--- config.mk ---
export PLATFORM = sky130hd
export DESIGN_NAME = matrix_frame_dma
export DESIGN_NICKNAME = d
export VERILOG_FILES = /design/src/rtl/matrix_frame_dma.sv
export SDC_FILE = /design/constraint.sdc
export NUM_CORES = 1
export LEC_CHECK = 0
export BUFFER_PORTS_ARGS = -buffer_cell sky130_fd_sc_hd__buf_2
export CORE_ASPECT_RATIO = 1.25
export CORE_UTILIZATION = 30
export CTS_CLUSTER_DIAMETER = 80
export DETAILED_ROUTE_END_ITERATION = 7
export PLACE_DENSITY_LB_ADDON = 0.15
export SYNTH_ARGS = -nofsm -noshare
export SYNTH_HDL_FRONTEND = slang
export SYNTH_SLANG_ARGS = --single-unit
--- constraint.sdc ---
create_clock -name clk_i -period 3.1 [get_ports clk_i]
set_input_delay 0.155 -clock clk_i [delete_from_list [all_inputs] [get_ports clk_i]]
set_output_delay 0.155 -clock clk_i [all_outputs]
set_load 0.005 [all_outputs]
--- src/rtl/matrix_frame_dma.sv ---
// Wishbone DMA that copies a frame of pixel words from system memory into the
// LED matrix frame memory: register slave, source read master, matrix write master.
module matrix_frame_dma #(
  parameter int unsigned SRC_AW    = 32,
  parameter int unsigned MAX_WORDS = 512
) (
  input  logic              clk_i,
  input  logic              rst_i,
  input  logic              cyc_i,
  input  logic              stb_i,
  input  logic              we_i,
  input  logic [1:0]        adr_i,
  input  logic [3:0]        sel_i,
  input  logic [31:0]       dat_i,
  output logic [31:0]       dat_o,
  output logic              ack_o,
  output logic              irq_o,
  output logic              src_cyc_o,
  output logic              src_stb_o,
  output logic [SRC_AW-1:0] src_adr_o,
  output logic [3:0]        src_sel_o,
  input  logic [31:0]       src_dat_i,
  input  logic              src_ack_i,
  output logic              mx_cyc_o,
  output logic              mx_stb_o,
  output logic              mx_we_o,
  output logic [8:0]        mx_adr_o,
  output logic [3:0]        mx_sel_o,
  output logic [31:0]       mx_dat_o,
  input  logic              mx_ack_i
);

  typedef enum logic [1:0] {IDLE, RD, WR, FIN} state_t;

  state_t            state, state_nx;
  logic [SRC_AW-1:0] src_reg;
  logic [8:0]        dst_reg;
  logic [9:0]        count_reg;
  logic [9:0]        remaining;
  logic              done, aborted, ie;
  logic              start_pend, abort_pend;
  logic              busy, acc, reg_wr, wr_ctrl;
  logic [31:0]       rd_data;
  logic              unused_ok;

  assign busy      = (state != IDLE);
  assign acc       = cyc_i & stb_i & ~ack_o;
  assign reg_wr    = acc & we_i;
  assign wr_ctrl   = reg_wr & (adr_i == 2'd3);
  assign irq_o     = done & ie;
  assign src_sel_o = 4'hf;
  assign mx_we_o   = 1'b1;
  assign mx_sel_o  = 4'b0111;
  assign unused_ok = ^{sel_i, dat_i};

  always_comb begin
    rd_data = '0;
    case (adr_i)
      2'd0:    rd_data[SRC_AW-1:0] = src_reg;
      2'd1:    rd_data[8:0]        = dst_reg;
      2'd2:    rd_data[9:0]        = count_reg;
      default: rd_data[3:0]        = {ie, done, aborted, busy};
    endcase
  end

  // START is latched on the register-write edge and consumed one cycle later,
  // so the source cycle begins on the edge after the START write's ack.
  always_comb begin
    state_nx  = state;
    src_cyc_o = 1'b0;
    src_stb_o = 1'b0;
    mx_cyc_o  = 1'b0;
    mx_stb_o  = 1'b0;
    case (state)
      IDLE: if (start_pend) state_nx = RD;
      RD: begin
        src_cyc_o = 1'b1;
        src_stb_o = 1'b1;
        if (src_ack_i) state_nx = abort_pend ? IDLE : WR;
      end
      WR: begin
        mx_cyc_o = 1'b1;
        mx_stb_o = 1'b1;
        if (mx_ack_i) begin
          if (abort_pend)              state_nx = IDLE;
          else if (remaining == 10'd1) state_nx = FIN;
          else                         state_nx = RD;
        end
      end
      default: state_nx = IDLE;
    endcase
  end

  always_ff @(posedge clk_i) begin
    if (rst_i) begin
      state      <= IDLE;
      ack_o      <= 1'b0;
      dat_o      <= '0;
      src_reg    <= '0;
      dst_reg    <= '0;
      count_reg  <= '0;
      remaining  <= '0;
      done       <= 1'b0;
      aborted    <= 1'b0;
      ie         <= 1'b0;
      start_pend <= 1'b0;
      abort_pend <= 1'b0;
      src_adr_o  <= '0;
      mx_adr_o   <= '0;
      mx_dat_o   <= '0;
    end else begin
      state <= state_nx;
      ack_o <= acc;
      if (acc && !we_i) dat_o <= rd_data;

      if (reg_wr && !busy && adr_i == 2'd0) src_reg   <= {dat_i[SRC_AW-1:2], 2'b00};
      if (reg_wr && !busy && adr_i == 2'd1) dst_reg   <= dat_i[8:0];
      if (reg_wr && !busy && adr_i == 2'd2) count_reg <= dat_i[9:0];
      if (wr_ctrl) ie <= dat_i[3];
      if (wr_ctrl && dat_i[2]) done <= 1'b0;
      if (wr_ctrl && dat_i[0] && !dat_i[1] && !busy) start_pend <= 1'b1;
      if (wr_ctrl && dat_i[1] && busy) abort_pend <= 1'b1;

      // Later assignments here take priority over the register writes above.
      case (state)
        IDLE: if (start_pend) begin
          start_pend <= 1'b0;
          abort_pend <= 1'b0;
          done       <= 1'b0;
          aborted    <= 1'b0;
          src_adr_o  <= src_reg;
          mx_adr_o   <= dst_reg;
          remaining  <= (count_reg == '0) ? 10'(MAX_WORDS) : count_reg;
        end
        RD: if (src_ack_i) begin
          mx_dat_o <= src_dat_i;
          if (abort_pend) begin
            aborted    <= 1'b1;
            abort_pend <= 1'b0;
          end
        end
        WR: if (mx_ack_i) begin
          src_adr_o <= src_adr_o + SRC_AW'(4);
          mx_adr_o  <= mx_adr_o + 9'd1;
          remaining <= remaining - 10'd1;
          if (abort_pend) begin
            aborted    <= 1'b1;
            abort_pend <= 1'b0;
          end
        end
        default: begin
          done       <= 1'b1;
          abort_pend <= 1'b0;
        end
      endcase
    end
  end

endmodule

==> flow_metrics.env, run 1 <==
export IMPL_status="finished, final reports clean"
export IMPL_totalNegativeSetupSlack_ns=0
export IMPL_drc=0
export IMPL_yosysSeqAreaShare_pct=43.58
export IMPL_synth_area_leaders="dfxtp_1 44%, nand2_1 9.6%, a21oi_1 9.0%"
export IMPL_p_leak_uw=0.004066
export IMPL_ios=197
export IMPL_wl_per_cell_um=17.10
export IMPL_viasPerCell=5.101
export IMPL_start_util_pct=30.78
export IMPL_drt_total_wl_um=26480
export IMPL_yosysTopAreaCell="dfxtp_1"
export IMPL_synthCells=995
export IMPL_r2r_slack_ns=0.68
export IMPL_timing_rr_start="state[0]$_SDFFE_PP0P_"
export IMPL_end_kind="register"
export IMPL_max_clock_path_buffers=2
export IMPL_final_nets=1285
export IMPL_cts_tree="done"
export IMPL_slew_violations=0
export IMPL_dieHeight_um=182.4
export IMPL_holdCritStartpoint="dat_i[8]"
export IMPL_grt_max_degree=68
export IMPL_fillers=2671
export IMPL_criticalPathCategory="register to register"
export IMPL_cts_root_buf="clkbuf_16"
export IMPL_drv_cap=0
export IMPL_grt_pass1_vias=7449
export IMPL_antennaDiodeCount=0
export IMPL_final_layout_size_suffix_gt1_share_pct=21.02
export IMPL_netlist_area_sq_um=7810
export IMPL_path_clk_slew_ns=0.07
export IMPL_h_tree_depth=4
export IMPL_drt_pass1_iterations=5
export IMPL_max_freq_mhz=413.1
export IMPL_grt_overflow=0
export IMPL_synth_main_ff_cell="dfxtp_1"
export IMPL_synth_edf_count=0
export IMPL_grt_pass1_wl_um=41260
export IMPL_area_delta_synth_final_pct=29.97
export IMPL_clkPwrFrac_pct=37.9
export IMPL_r2r_end="src_adr_o[23]$_SDFFE_PP0P_"
export IMPL_fin_area_sq_um=10150
export IMPL_hold_class="input pin to register"
export IMPL_cp_required_ns=3.46
export IMPL_antenna_left=0
export IMPL_gp_congestion=0.8369
export IMPL_antenna_found_initial=1
export IMPL_worstSetupStartpointType="register"
export IMPL_coreArea_sq_um=25370
export IMPL_min_to="src_reg[8]$_SDFFE_PP0P_"
export IMPL_fin_crit_ns=2.421
export IMPL_synth_cell_type_count=61
export IMPL_die_area_sq_um=26690
export IMPL_rsz0062_at_grt="false"
export IMPL_cts_buffers=17
export IMPL_place_area_sq_um=8959
export IMPL_dp_hpwl_um=18150
export IMPL_p_sw_share_pct=30.39
export IMPL_ys_ff_latch=170
export IMPL_comb_power_share_pct=19.5
export IMPL_tightest_slew_ns=0.8218
export IMPL_clock_latency_ns=0.43
export IMPL_min_period_over_period_pct=78.09
export IMPL_yosys_warnings=0
export IMPL_reg2regPathDepth=8
export IMPL_postCtsSetupBuffers=0
export IMPL_vias=7896
export IMPL_top_regs="dat_o (32), mx_dat_o (32)"
export IMPL_synth_area_per_cell_sq_um=7.849
export IMPL_first_iter_violations=484
export IMPL_io_buffers=181
export IMPL_hold_viol_final=0
export IMPL_cp_max_fo=67
export IMPL_final_setup_viol_count=0
export IMPL_holdPathStages=3
export IMPL_gr_usage_all_layers_pct=19.77
export IMPL_powerDensity_nw_per_um2=554.4
export IMPL_async_flop_share_pct=0
export IMPL_crit_arrival_ns=2.78
export IMPL_max_slew_margin_pct=45.21
export IMPL_die_x_um=146.3
export IMPL_skew_ns=0.01033
export IMPL_rows=65
export IMPL_synth_top_cell_area_share_pct=43.58
export IMPL_power_frac_seq_pct=42.6
export IMPL_cts_sinks=170
export IMPL_switchingPower_uw=1711
export IMPL_p_int_uw=3918
export IMPL_vdd_drop_max_uv=342.0
export IMPL_hold_ws_ns=0.01881
==> how the worst max path moves through the flow <==
stage / start / end / depth (start not counted)
floorplan: state[0]$_SDFFE_PP0P_ / mx_adr_o[3]$_SDFFE_PP0P_ / 8
global placement: state[0]$_SDFFE_PP0P_ / src_adr_o[26]$_SDFFE_PP0P_ / 7
detailed placement: state[0]$_SDFFE_PP0P_ / src_adr_o[26]$_SDFFE_PP0P_ / 7
CTS: state[0]$_SDFFE_PP0P_ / src_adr_o[26]$_SDFFE_PP0P_ / 7
global route: state[0]$_SDFFE_PP0P_ / src_adr_o[15]$_SDFFE_PP0P_ / 7
finish: state[0]$_SDFFE_PP0P_ / src_adr_o[23]$_SDFFE_PP0P_ / 8
==> cell usage in the layout (no fill, tap or decap), types with 15 or more instances in the layout <==
cell	instances
nand2_1	199
buf_2	180
dfxtp_1	170
a21oi_1	141
nor2_1	65
dlygate4sd3_1	61
nand3_1	44
nor3_1	34
mux2i_1	29
o21ai_0	27
buf_4	23
and3_1	17
clkbuf_16	17
inv_1	15
==> cell usage after synthesis (all sizes together), types with 12 or more instances <==
master,instances
nand2,200
dfxtp,170
a21oi,141
nor2,66
clkbuf,63
nand3,44
nor3,34
mux2i,29
o21ai,27
buf,25
and3,17
inv,15
nor4,14
a31oi,13
a211oi,12
nand4,12
==> stage by stage <==
step | cells | power (uW) | utilization (%) | setup WS, ns
final | 1548 | 5628 | 40.00 | 0.6791
after CTS | 1548 | 5695 | 40.00 | 0.6784
after global routing | 1548 | 5924 | 40.00 | 0.5066
after floorplan | 1004 | 3064 | - | 1.131
after global placement | 1455 | 3483 | 35.31 | 0.7363
after detailed placement | 1455 | 3486 | 35.31 | 0.6960
==> kinds of logic (layout without fill, tap and decap cells) <==
group                    Yosys count  count (layout)  synth area share (%)
other                              2              11               0.09616
AO/OA/AOI/OAI                    240             240                 17.94
buffers and inverters            103             312                 5.911
flip-flops                       170             170                 43.58
adder cells (fa/ha/maj)            8               8                 1.282
AND/OR/NAND/NOR                  437             437                 26.32
multiplexers                      35              35                 4.870
==> worst max-delay path, stage by stage (launching register included) <==
cell     delay, ns
dfxtp_1       0.33
inv_1         0.11
ha_2          0.19
buf_4         0.57
inv_1         0.12
buf_4         0.26
or3_1         0.35
mux2_2        0.26
a21oi_1       0.12
==> per-layer routing <==
metal,track usage [%],up-vias,routed length (um)
met5,0,-,15
met4,6.542,2,504
met3,3.900,27,1344
met2,35.10,234,13380
met1,23.70,3750,11230
li1,-,3883,-
==> power by group through the flow <==
| stage | sequential (uW) | combinational (uW) | clock [uW] |
|---|---|---|---|
| floorplan | 2430 | 636 | 0 |
| global placement | 2440 | 1040 | 0 |
| detailed placement | 2440 | 1040 | 0 |
| CTS | 2400 | 1100 | 2200 |
| global route | 2410 | 1230 | 2290 |
| finish | 2400 | 1100 | 2130 |
==> what timing repair did <==
| item | CTS | global route |
|---|---|---|
| resized for setup | 0 | 0 |
| hold buffers | 61 | 0 |
| hold endpoints to repair | 64 | 0 |
==> cell type report <==
cell class	count	area [sq um]	share of cell area, %
Multi-Input combinational cell	731	3986	39.27
Sequential cell	170	3403	33.53
Timing Repair Buffer	265	1704	16.79
Clock buffer	21	470.5	4.635
Tap cell	335	419.2	4.129
Clock inverter	11	111.4	1.097
Inverter	15	56.30	0.5547
Power figures use the tool's default switching activity.
==> run 2: changes to the inputs <==
--- a/config.mk
+++ b/config.mk
@@ -5,6 +5,7 @@
 export SDC_FILE = /design/constraint.sdc
 export NUM_CORES = 1
 export LEC_CHECK = 0
+export ABC_AREA = 1
 export BUFFER_PORTS_ARGS = -buffer_cell sky130_fd_sc_hd__buf_2
 export CORE_ASPECT_RATIO = 1.25
 export CORE_UTILIZATION = 30
==> constraint.sdc (replaced) <==
create_clock -name clk_i -period 2.5 [get_ports clk_i]
set_input_delay 0.125 -clock clk_i [delete_from_list [all_inputs] [get_ports clk_i]]
set_output_delay 0.125 -clock clk_i [all_outputs]
set_load 0.005 [all_outputs]
==> flow_metrics.env, run 2 <==
export IMPL_multi_input_area_sq_um=3871
export IMPL_dp_hpwl_um=17870
export IMPL_die_area_sq_um=27360
export IMPL_grt_max_degree=83
export IMPL_coreArea_sq_um=26100
export IMPL_crit_path_max_incr_delay_ns=0.40
export IMPL_synth_area_per_cell_sq_um=6.946
export IMPL_viasPerCell=4.722
export IMPL_start_util_pct=30.69
export IMPL_synth_common_cells="225 x nand2_1, 170 x dfxtp_1, 158 x a21oi_1, 131 x nor2_1, 124 x o21ai_0"
export IMPL_drc=0
export IMPL_area_delta_synth_final_pct=29.62
export IMPL_dpl_worst_slack_ns=0.5114
export IMPL_vdd_drop_max_uv=422.9
export IMPL_criticalPathCategory="register to register"
export IMPL_instances_no_fill=1714
export IMPL_cp_max_fo=20
export IMPL_ios=197
export IMPL_yosysSeqAreaShare_pct=42.49
export IMPL_totalNegativeSetupSlack_ns=0
export IMPL_cp_slowest_cell="nand2_1"
export IMPL_cts_repair_resize_count=0
export IMPL_final_setup_viol_count=0
export IMPL_ys_ff_latch=170
export IMPL_rsz0062_at_grt="false"
export IMPL_max_freq_mhz=508.8
export IMPL_drt_pass1_iterations=5
export IMPL_yosys_warnings=0
export IMPL_worstSetupStartpointType="register"
export IMPL_dieHeight_um=184.7
export IMPL_grt_pass1_vias=7404
export IMPL_hold_class="input pin to register"
export IMPL_clock_latency_ns=0.44
export IMPL_end_kind="register"
export IMPL_postCtsSetupBuffers=0
export IMPL_drt_total_wl_um=25520
export IMPL_p_leak_uw=0.003970
export IMPL_min_period_over_period_pct=78.62
export IMPL_place_inst=1621
export IMPL_place_area_sq_um=9135
export IMPL_slew_violations=0
export IMPL_most_common_layout_cells="225 x nand2_1, 181 x buf_2, 170 x dfxtp_1"
export IMPL_cp_cell_sequence="inv_1 > ha_1 > inv_2 > nor2_2 > nand2_1 > o21ai_0 > a21oi_1"
export IMPL_async_flop_share_pct=0
export IMPL_hold_viol_final=0
export IMPL_final_common_cell="nand2_1"
export IMPL_final_nets=1446
export IMPL_cts_buffers=17
export IMPL_crit_arrival_ns=2.28
export IMPL_synth_main_ff_cell="dfxtp_1"
export IMPL_gr_usage_all_layers_pct=18.78
export IMPL_grt_overflow=0
export IMPL_skew_ns=0.008831
export IMPL_critical_path_top_delay_family="simple AND/OR/NAND/NOR gates"
export IMPL_h_tree_depth=4
export IMPL_synth_edf_count=0
export IMPL_wl_per_cell_um=14.89
export IMPL_die_x_um=148.1
export IMPL_synth_most_common_cell="nand2_1"
export IMPL_cts_tree="done"
export IMPL_top_regs="dat_o (32), mx_dat_o (32)"
export IMPL_antenna_found_initial=0
export IMPL_gp_congestion=0.8355
export IMPL_fin_crit_ns=1.965
export IMPL_ff_latch_area_sq_um=3403
export IMPL_antennaDiodeCount=0
export IMPL_yosysTopAreaCell="dfxtp_1"
export IMPL_first_iter_violations=467
export IMPL_max_clock_path_buffers=2
export IMPL_powerDensity_nw_per_um2=696.4
export IMPL_io_buffers=181
export IMPL_status="finished, final reports clean"
export IMPL_tightest_slew_ns=0.9951
export IMPL_final_layout_size_suffix_gt1_share_pct=19.07
export IMPL_cts_root_buf="clkbuf_16"
export IMPL_max_slew_margin_pct=33.66
export IMPL_path_clk_slew_ns=0.07
export IMPL_grt_pass1_wl_um=40260
export IMPL_synth_area_leaders="dfxtp_1 42%, nand2_1 11%, a21oi_1 9.9%"
export IMPL_worst_slack_ns=0.5346
export IMPL_cts_hold_buffers=61
export IMPL_worst_path_buf_inv=2
export IMPL_vias=8093
export IMPL_drv_cap=0
export IMPL_fin_area_sq_um=10380
export IMPL_antenna_left=0
export IMPL_cp_required_ns=2.81
export IMPL_rows=66
export IMPL_cts_sinks=170
export IMPL_netlist_area_sq_um=8009
export IMPL_synthCells=1153
export IMPL_fillers=2842
export IMPL_synth_top_cell_area_share_pct=42.49
export IMPL_synth_cell_type_count=43
run 2: changes by cell type after synthesis, sizes merged, moves of 27 or more:
cell,previous run,this run
mux2i,29,0
o21ai,27,133
nor2,66,144
nand2,200,231
clkbuf,63,36
inv,15,101
run 2: final cells by class:
type	count	area share, %
clock buffer	17	4.098
clock inverter	15	2.025
inverter	101	3.652
multi-input combinational	814	37.29
sequential	170	32.78
tap	340	4.098
timing repair buffer	257	16.05
run 2: kinds of logic (layout without fill, tap and decap cells):
logic type,count (synthesis),count (layout),share of synthesized area [%]
adder cells (fa/ha/maj),8,8,1.250
other,2,11,0.09377
AO/OA/AOI/OAI,329,329,21.57
buffers and inverters,178,390,9.733
flip-flops,170,170,42.49
XOR/XNOR,4,4,0.4375
AND/OR/NAND/NOR,462,462,24.42
run 2: routing by layer:
metal,vias up,global-route usage [%],part of all wire [%]
met5,-,0,0
met4,0,6.351,1.7
met3,24,3.218,4.6
met2,193,29.84,45
met1,3684,25.49,48
li1,4192,-,-
run 2: where the power goes:
| group | internal (uW) | switching, uW |
|---|---|---|
| clock network | 1700 | 1240 |
| registers | 2880 | 136 |
| logic | 511 | 764 |
run 2: final timing paths:
kind                            slack, ns  cells after the start                    from                        end
worst max-delay path                 0.53                      7   state[0]$_SDFFE_PP0P_  count_reg[1]$_SDFFE_PP0P_
worst min-delay path                 0.03                      3                dat_i[4]  count_reg[4]$_SDFFE_PP0P_
worst max register to register       0.53                      7   state[0]$_SDFFE_PP0P_  count_reg[1]$_SDFFE_PP0P_
worst min register to register       0.46                      2  dat_o[31]$_SDFFE_PP0P_     dat_o[31]$_SDFFE_PP0P_
run 2: worst reg2reg max path, stage by stage, from the launching register on:
cell and delay (ns):
dfxtp_1 0.34, inv_1 0.09, ha_1 0.32, inv_2 0.10, nor2_2 0.23, nand2_1 0.40
o21ai_0 0.30, a21oi_1 0.06
run 2: per-stage QoR:
step	total power (uW)	hold WS, ns	utilization (%)
floorplan	3848	0.2671	-
global placement	4288	0.3760	35.01
detailed placement	4293	0.3833	35.01
CTS	7305	0.007205	39.78
global route	7590	0.03904	39.78
finish	7230	0.02691	39.78
